===== config.mk =====
export PLATFORM = sky130hd
export DESIGN_NAME = axi_write_arbiter
export DESIGN_NICKNAME = d
export VERILOG_FILES = /design/src/rtl/axi_pkg.sv /design/src/rtl/rr_pick.sv /design/src/rtl/axi_write_arbiter.sv
export SDC_FILE = /design/constraint.sdc
export NUM_CORES = 1
export LEC_CHECK = 0
export CORE_AREA = 2 2 117 119
export CTS_CLUSTER_DIAMETER = 100
export DETAILED_ROUTE_END_ITERATION = 16
export DIE_AREA = 0 0 119 121
export SLEW_MARGIN = 30
export SYNTH_ARGS = -nofsm -noshare
export SYNTH_HDL_FRONTEND = slang
export SYNTH_SLANG_ARGS = --single-unit
export TNS_END_PERCENT = 100

===== constraint.sdc =====
create_clock -name ACLK -period 6.3 [get_ports ACLK]
set_clock_uncertainty 0.15 [all_clocks]
set_input_delay 0.945 -clock ACLK [delete_from_list [all_inputs] [get_ports ACLK]]
set_output_delay 0.945 -clock ACLK [all_outputs]
set_load 0.01 [all_outputs]

===== src/rtl/axi_pkg.sv =====
// -----------------------------------------------------------------------------
// axi_pkg
// Shared AXI3 definitions for the write arbiter and its round-robin picker.
// Contents:
//   arb_state_t  - arbiter FSM encoding (IDLE=0, ADDR=1, DATA=2, RESP=3)
//   BURST_*      - AWBURST type codes
//   RESP_*       - BRESP codes
//   PTR_W        - width of the round-robin pointer (enough for up to 4 masters)
//   rr_next()    - advance a master index cyclically
// -----------------------------------------------------------------------------
package axi_pkg;

  typedef enum logic [1:0] {
    IDLE = 2'd0,
    ADDR = 2'd1,
    DATA = 2'd2,
    RESP = 2'd3
  } arb_state_t;

  localparam logic [1:0] BURST_FIXED = 2'b00;
  localparam logic [1:0] BURST_INCR  = 2'b01;
  localparam logic [1:0] BURST_WRAP  = 2'b10;

  localparam logic [1:0] RESP_OKAY   = 2'b00;
  localparam logic [1:0] RESP_EXOKAY = 2'b01;
  localparam logic [1:0] RESP_SLVERR = 2'b10;
  localparam logic [1:0] RESP_DECERR = 2'b11;

  localparam int PTR_W = 2;

  // Index of the master after idx, wrapping at nm.
  function automatic logic [PTR_W-1:0] rr_next(input logic [PTR_W-1:0] idx, input int nm);
    rr_next = (idx == PTR_W'(nm - 1)) ? '0 : idx + PTR_W'(1);
  endfunction

endpackage


===== src/rtl/rr_pick.sv =====
// -----------------------------------------------------------------------------
// rr_pick
// Combinational round-robin priority picker: returns the first asserted
// request at or after ptr, searching cyclically, as a one-hot vector.
// Ports:
//   req  in  NM     request vector
//   ptr  in  PTR_W  index with highest priority this round
//   gnt  out NM     one-hot winner, 0 when no request is set
// -----------------------------------------------------------------------------
module rr_pick
  import axi_pkg::*;
#(
  parameter int NM = 2
) (
  input  logic [NM-1:0]    req,
  input  logic [PTR_W-1:0] ptr,
  output logic [NM-1:0]    gnt
);

  logic found;

  // Walk the masters starting from ptr; the first requester wins.
  always_comb begin
    gnt   = '0;
    found = 1'b0;
    for (int i = 0; i < NM; i++) begin
      if (!found && req[(int'(ptr) + i) % NM]) begin
        gnt[(int'(ptr) + i) % NM] = 1'b1;
        found = 1'b1;
      end
    end
  end

endmodule


===== src/rtl/axi_write_arbiter.sv =====
// -----------------------------------------------------------------------------
// axi_write_arbiter
// Shares one AXI3 write slave port between NM upstream write masters, one
// transaction at a time, with round-robin fairness. The grant is held from
// address acceptance through the write response. WLAST downstream comes from
// an internal beat counter; upstream WLAST disagreeing with it raises wlast_err.
// Ports:
//   ACLK, ARESET             clock, async active-high reset
//   S_AW*/S_W*/S_B*          upstream channels, master k at slice [k*w +: w]
//   M_AW*/M_W*/M_B*          downstream channels to the interconnect/slave
//   grant                    one-hot current owner, 0 when idle
//   wlast_err                one-cycle pulse after a W beat with a WLAST mismatch
// -----------------------------------------------------------------------------
module axi_write_arbiter
  import axi_pkg::*;
#(
  parameter int NM = 2,
  parameter int DW = 32
) (
  input  logic                 ACLK,
  input  logic                 ARESET,
  input  logic [NM*4-1:0]      S_AWID,
  input  logic [NM*32-1:0]     S_AWADDR,
  input  logic [NM*4-1:0]      S_AWLEN,
  input  logic [NM*3-1:0]      S_AWSIZE,
  input  logic [NM*2-1:0]      S_AWBURST,
  input  logic [NM-1:0]        S_AWVALID,
  output logic [NM-1:0]        S_AWREADY,
  input  logic [NM*4-1:0]      S_WID,
  input  logic [NM*DW-1:0]     S_WDATA,
  input  logic [NM*DW/8-1:0]   S_WSTRB,
  input  logic [NM-1:0]        S_WLAST,
  input  logic [NM-1:0]        S_WVALID,
  output logic [NM-1:0]        S_WREADY,
  output logic [NM*4-1:0]      S_BID,
  output logic [NM*2-1:0]      S_BRESP,
  output logic [NM-1:0]        S_BVALID,
  input  logic [NM-1:0]        S_BREADY,
  output logic [3:0]           M_AWID,
  output logic [31:0]          M_AWADDR,
  output logic [3:0]           M_AWLEN,
  output logic [2:0]           M_AWSIZE,
  output logic [1:0]           M_AWBURST,
  output logic                 M_AWVALID,
  input  logic                 M_AWREADY,
  output logic [3:0]           M_WID,
  output logic [DW-1:0]        M_WDATA,
  output logic [DW/8-1:0]      M_WSTRB,
  output logic                 M_WLAST,
  output logic                 M_WVALID,
  input  logic                 M_WREADY,
  input  logic [3:0]           M_BID,
  input  logic [1:0]           M_BRESP,
  input  logic                 M_BVALID,
  output logic                 M_BREADY,
  output logic [NM-1:0]        grant,
  output logic                 wlast_err
);

  arb_state_t       state;
  logic [PTR_W-1:0] rr_ptr;
  logic [PTR_W-1:0] gidx;
  logic [3:0]       beat;
  logic [3:0]       len_q;
  logic [3:0]       pick_len;
  logic [NM-1:0]    pick;
  logic             last_beat;
  logic             sel_wlast;

  rr_pick #(.NM(NM)) u_pick (
    .req (S_AWVALID),
    .ptr (rr_ptr),
    .gnt (pick)
  );

  // Index of the granted master and the AWLEN of the master about to be picked.
  always_comb begin
    gidx     = '0;
    pick_len = '0;
    for (int k = 0; k < NM; k++) begin
      if (grant[k]) gidx = PTR_W'(k);
      if (pick[k])  pick_len = S_AWLEN[k*4 +: 4];
    end
  end

  assign last_beat = (beat == len_q);
  assign sel_wlast = |(grant & S_WLAST);

  // Downstream muxes are AND-OR on the registered grant, so everything reads
  // zero while idle and nothing depends combinationally on S_AWVALID.
  always_comb begin
    M_AWID    = '0;
    M_AWADDR  = '0;
    M_AWLEN   = '0;
    M_AWSIZE  = '0;
    M_AWBURST = '0;
    M_WID     = '0;
    M_WDATA   = '0;
    M_WSTRB   = '0;
    for (int k = 0; k < NM; k++) begin
      if (grant[k]) begin
        M_AWID    = S_AWID[k*4 +: 4];
        M_AWADDR  = S_AWADDR[k*32 +: 32];
        M_AWLEN   = S_AWLEN[k*4 +: 4];
        M_AWSIZE  = S_AWSIZE[k*3 +: 3];
        M_AWBURST = S_AWBURST[k*2 +: 2];
        M_WID     = S_WID[k*4 +: 4];
        M_WDATA   = S_WDATA[k*DW +: DW];
        M_WSTRB   = S_WSTRB[k*(DW/8) +: (DW/8)];
      end
    end
  end

  assign M_AWVALID = (state == ADDR);
  assign M_WVALID  = (state == DATA) && |(grant & S_WVALID);
  assign M_WLAST   = (state == DATA) && last_beat;
  assign M_BREADY  = (state == RESP) && |(grant & S_BREADY);

  // Upstream handshakes and responses reach only the granted master.
  always_comb begin
    S_AWREADY = '0;
    S_WREADY  = '0;
    S_BVALID  = '0;
    S_BID     = '0;
    S_BRESP   = '0;
    for (int k = 0; k < NM; k++) begin
      S_AWREADY[k] = grant[k] && (state == ADDR) && M_AWREADY;
      S_WREADY[k]  = grant[k] && (state == DATA) && M_WREADY;
      S_BVALID[k]  = grant[k] && (state == RESP) && M_BVALID;
      if (grant[k] && (state == RESP)) begin
        S_BID[k*4 +: 4]   = M_BID;
        S_BRESP[k*2 +: 2] = M_BRESP;
      end
    end
  end

  // Transaction FSM: grant on request, forward AW, count W beats up to len_q,
  // then hand the response back and move the round-robin pointer past the owner.
  always_ff @(posedge ACLK or posedge ARESET) begin
    if (ARESET) begin
      state     <= IDLE;
      grant     <= '0;
      rr_ptr    <= '0;
      beat      <= '0;
      len_q     <= '0;
      wlast_err <= 1'b0;
    end else begin
      wlast_err <= 1'b0;
      case (state)
        IDLE: begin
          if (|S_AWVALID) begin
            grant <= pick;
            len_q <= pick_len;
            state <= ADDR;
          end
        end
        ADDR: begin
          if (M_AWREADY) begin
            beat  <= '0;
            state <= DATA;
          end
        end
        DATA: begin
          if (M_WVALID && M_WREADY) begin
            // The counter wraps here for AWLEN=15, but only as DATA is left.
            beat      <= beat + 4'd1;
            wlast_err <= (sel_wlast != last_beat);
            if (last_beat) state <= RESP;
          end
        end
        RESP: begin
          if (M_BVALID && M_BREADY) begin
            rr_ptr <= rr_next(gidx, NM);
            grant  <= '0;
            state  <= IDLE;
          end
        end
        default: state <= IDLE;
      endcase
    end
  end

endmodule


Word-level counts from Yosys, hierarchy flattened --
Cells that the tools add are included.
Word-level totals: flip-flop bits (word level) 14, logic and storage cells 111
Operators by class: add/sub/neg operators 3, magnitude comparators 4, eq/ne operators 11, muxes and demuxes 49, bitwise gates (word level) 5, reductions and logical operators 33
Operators with widths (count):
- 2-to-1 mux 32 bit | 4
- 2-to-1 mux 4 bit | 14
- 2-to-1 mux 2 bit | 12
- logical AND 1 bit | 20
- 2-to-1 mux 1 bit | 12
- one-hot mux 2 bit (4 select lines) | 1
- one-hot mux 4 bit (2 select lines) | 1
- OR reduction 2 bit | 4
- bitwise AND 2 bit | 3
- 2-to-1 mux 3 bit | 2
- inequality test 2 x 1 -> 1 bit (second input constant) | 3
- AND reduction 3 bit | 2
- AND reduction 5 bit | 1
- adder 4 x 1 -> 4 bit (second input constant) | 1
- equality test 2 x 1 -> 1 bit (second input constant) | 2
- equality test 2 bit (second input constant) | 2
- equality test 4 bit | 1
- inequality test 2 bit (second input constant) | 2
- one-hot mux 2 bit (2 select lines) | 1
- AND reduction 2 bit | 2
- nonzero test 2 bit | 2
- < comparator 2 x 3 -> 1 bit (second input constant) | 1
- adder 1 bit (second input constant) | 2
- demux 1 bit (select 1 bit) | 2
- 8 further kinds | 8

Logic depth before layout (Yosys ltp) --
word-level depth 10, mapped depth 7, depth with buffers taken out 6

Hierarchy --
From an unflattened synthesis, not the netlist that was laid out.
Unflattened totals: cell total of the unflattened synthesis 231, area, all modules 1898.1 µm²
By module, submodules not included:
- axi_write_arbiter | times used 1, cells an instance 228, area an instance 1879.3 µm², seq. area each 350.3 µm²
- rr_pick | times used 1, cells an instance 3, area an instance 18.8 µm², seq. area each 0.0 µm²

Worst setup path after synthesis --
Ideal clock, no wire load.
path kind reg-to-output, from register grant[1], to output M_AWADDR[10], arrival 1416 ps, required time 5205 ps, slack 3789 ps, stages on the path, launching flop included 6, path buffers 3, cell sequence dfrtp_1 -> buf_2 -> nor2b_1 -> buf_2 -> buf_1 -> a22o_1
On the way: cells in the longest elaborated chain, start to end 1
Ends and longest elaborated chain:
- from (decl) | RTL line axi_write_arbiter.sv:56 | output logic [NM-1:0] grant,
- from (signal assigned) | RTL line axi_write_arbiter.sv:152 | grant <= pick;
- 2-to-1 mux 32 bit | RTL line axi_write_arbiter.sv:101 | if (grant[k]) begin
- to (decl) | RTL line axi_write_arbiter.sv:40 | output logic [31:0] M_AWADDR,
Every way passes these cells.

Worst setup path after layout --
from register grant[0], to output M_AWBURST[0]
On the way: cells in the longest elaborated chain, start to end 2
Ends and longest elaborated chain:
- 2-to-1 mux 2 bit (2 in a row) | RTL line axi_write_arbiter.sv:101
- to (decl) | RTL line axi_write_arbiter.sv:43 | output logic [1:0] M_AWBURST,
Every way passes these cells.

==> summary.txt <==
worst skew pair latency: 0.25 ns
CTS Hold Bufs: 0
Iter 0 DRT Violations: 150
Overflow after GRT: 0
CTS Sinks: 14
R2R depth: 5
crit start category: flip-flop
status: completed
Max Freq: 239.9 MHz
Layout fillers: 1315
Req. time, crit path: 5.20 ns
EDFF count, synth: 0
worst path bufs/invs: 3
Syn-to-layout area delta: 178.3%
PortBufs: 298
DRT Pass-1 Iters: 4
sum of routed wire length over all layers: 11910 um
Mapped Area: 0.001824 sq mm
placed instance count: 668
post-route setup TNS: 0 ns
Internal: 942.7 uW
row count: 42
first-pass GRT wire length: 17210 um
Num CTS Buffers: 3
Synth Area per Inst: 8.446 sq um
Max-cap violations: 0
logic gate share of total power: 79.3%
top post-synthesis cells by area: a22o_1, dfrtp_1, and3_1
relative slew slack: 51.31%
crit-path cells: nor2b_4, buf_8, buf_4, a22o_1, clkdlybuf4s50_1
# nets final: 694
largest net degree at the start of global routing: 103
Die X: 119 um
Routed WL per cell: 17.67 um
H-tree levels: 1
RR Startpoint: grant[1]
CTS resizes: 0
#FFs+latches synth: 14
share of cells above drive strength 1: 2.610%
Synth area leader: a22o_1
pin slew with the least headroom to its limit: 0.7288 ns
CTS tree: yes
num ports: 299
sequential element share of the synthesized area: 19.20%
CP Max Fanout: 37
GRT Overall Usage: 15.13%
worst stage delay on the critical path: 0.72 ns
core area: 0.01309 sq mm
GPL Wtd Cong: 0.8956
final non-filler cell total: 674
pwr/cell area: 313.6 mW/mm^2
Yosys warning total: 0
Crit-path slowest cell: nor2b_4
Crit path arrival time: 3.07 ns
Leakage: 0.002038 uW
Worst Hold Depth: 2
Syn Inst Count: 216
Main synth FF type: dfrtp_1
Hold Startpoint: len_q[0]
net load switching power: 649.7 uW
Commonest cells post-synth: a22o_1, and3_1, dfrtp_1
Die ar.: 0.01440 sq mm
top-count cell post-synth: a22o_1
min-delay worst type: reg2reg
DRC: 0
fraction of registers with async set/reset: 100.0%
r2r endpoint: state[1]
initial antenna violation count: 0
syn nets: 411
diode count: 0
worst vdd ir: 0.1310 mV
RSZ-0062 raised after global routing: false
worst hold path endpoint: len_q[0]
Sw Ratio: 40.80%
final hold vios: 0
setup slack, reg-to-reg: 4.02 ns
Final min period: 4.169 ns
final setup vio count: 0
Post-CTS Setup Bufs: 0
clock buffer depth: 2
initial core utilization: 13.94%
Seq pwr share: 12.2%
clock power share: 8.5%
post-synth cell types: 32
hpwl dp: 9847 um
fin crit share: 66.17%
Clk Tree Root Cell: clkbuf_16
via/cell ratio: 4.337
die height: 121 um
Slew Viols, Final: 0
critical path class: reg2out
via count of the first global-routing pass: 2947
top-area cell type share of the netlist area: 40.81%
via count: 2923
Final Power: 1592 uW
ANT nets after route: 0
Worst Setup End Kind: output pin
Worst-path clk slew: 0.05 ns
Crit path max-delay family: buffers and inverters
tightest hold or removal path, stage by stage (launching register included):
cell	delay, ns
dfrtp_1	0.35
nand2_1	0.05
o21ai_0	0.06
layout by cell type, fill, tap and decap left out, drive strengths merged, types with 2 or more instances in the layout:
master / instances
a22o: 85
nand3: 3
and2: 2
buf: 3
nand2b: 3
mux2i: 2
o21ai: 11
or3: 2
a22oi: 6
nor2b: 2
ha: 6
dfrtp: 14
clkdlybuf4s50: 298
inv: 6
xor2: 5
a21boi: 3
nand2: 12
clkbuf: 4
nor2: 3
and3: 18
routing by layer:
layer  vias to the layer above  track usage, %  routed length (um)
met1                      1334           17.81                4536
met5                         -               0                   0
met3                        11           4.558                1115
met4                         0           2.604                 156
met2                       153           27.37                6100
li1                       1425               -                   -
final cells by class:
type	count	area (sq um)	share of cell area [%]
timing repair buffer	301	3025	59.59
multi-input combinational	173	1366	26.91
sequential	14	354.1	6.974
inverter	6	22.52	0.4436
clock buffer	4	88.84	1.750
tap	176	220.2	4.337
power groups by stage:
stage	clock, uW	sequential (uW)	combinational (uW)
after floorplan	0	152	612
after global placement	0	219	1210
after detailed placement	0	225	1220
after CTS	136	224	1230
after global routing	141	205	1350
final	135	194	1260
metrics by stage:
step / hold WS [ns] / cell area, sq um / util, % / worst slack, ns
CTS: 0.3548 / 5042 / 38.54 / 1.796
finish: 0.3425 / 5077 / 38.80 / 2.131
global placement: 0.3403 / 4954 / 37.86 / 2.156
floorplan: 0.3130 / 1824 / - / 3.789
global route: 0.3660 / 5077 / 38.80 / 2.001
detailed placement: 0.3443 / 4954 / 37.86 / 2.058
kinds of logic (layout without fill, tap and decap cells):
kind of cell / count (synthesis) / count (layout) / share of synthesized area (%)
AO/OA/AOI/OAI: 109 / 109 / 50.14
AND/OR/NAND/NOR: 50 / 50 / 16.12
buffers and inverters: 29 / 311 / 6.310
flip-flops: 14 / 14 / 19.20
adder cells (fa/ha/maj): 6 / 6 / 4.115
XOR/XNOR: 5 / 5 / 2.400
multiplexers: 3 / 3 / 1.715
worst max path at each step:
stage / from / to / slack (ns) / cells past startpoint
2_1_floorplan: grant[1] / M_AWADDR[10] / 3.79 / 5
3_3_place_gp: grant[1] / M_AWBURST[0] / 2.16 / 4
4_1_cts: grant[1] / M_AWBURST[0] / 1.80 / 4
6_report: grant[0] / M_AWBURST[0] / 2.13 / 5
5_1_grt: grant[0] / M_AWLEN[1] / 2.00 / 5
3_5_place_dp: grant[1] / M_AWBURST[0] / 2.06 / 4
flip-flops by register name, indices dropped and copies added (netlist names):
name and cells:
rr_ptr 1, beat 4, wlast_err 1, grant 2, state 2, len_q 4
Power figures use the tool's default switching activity.
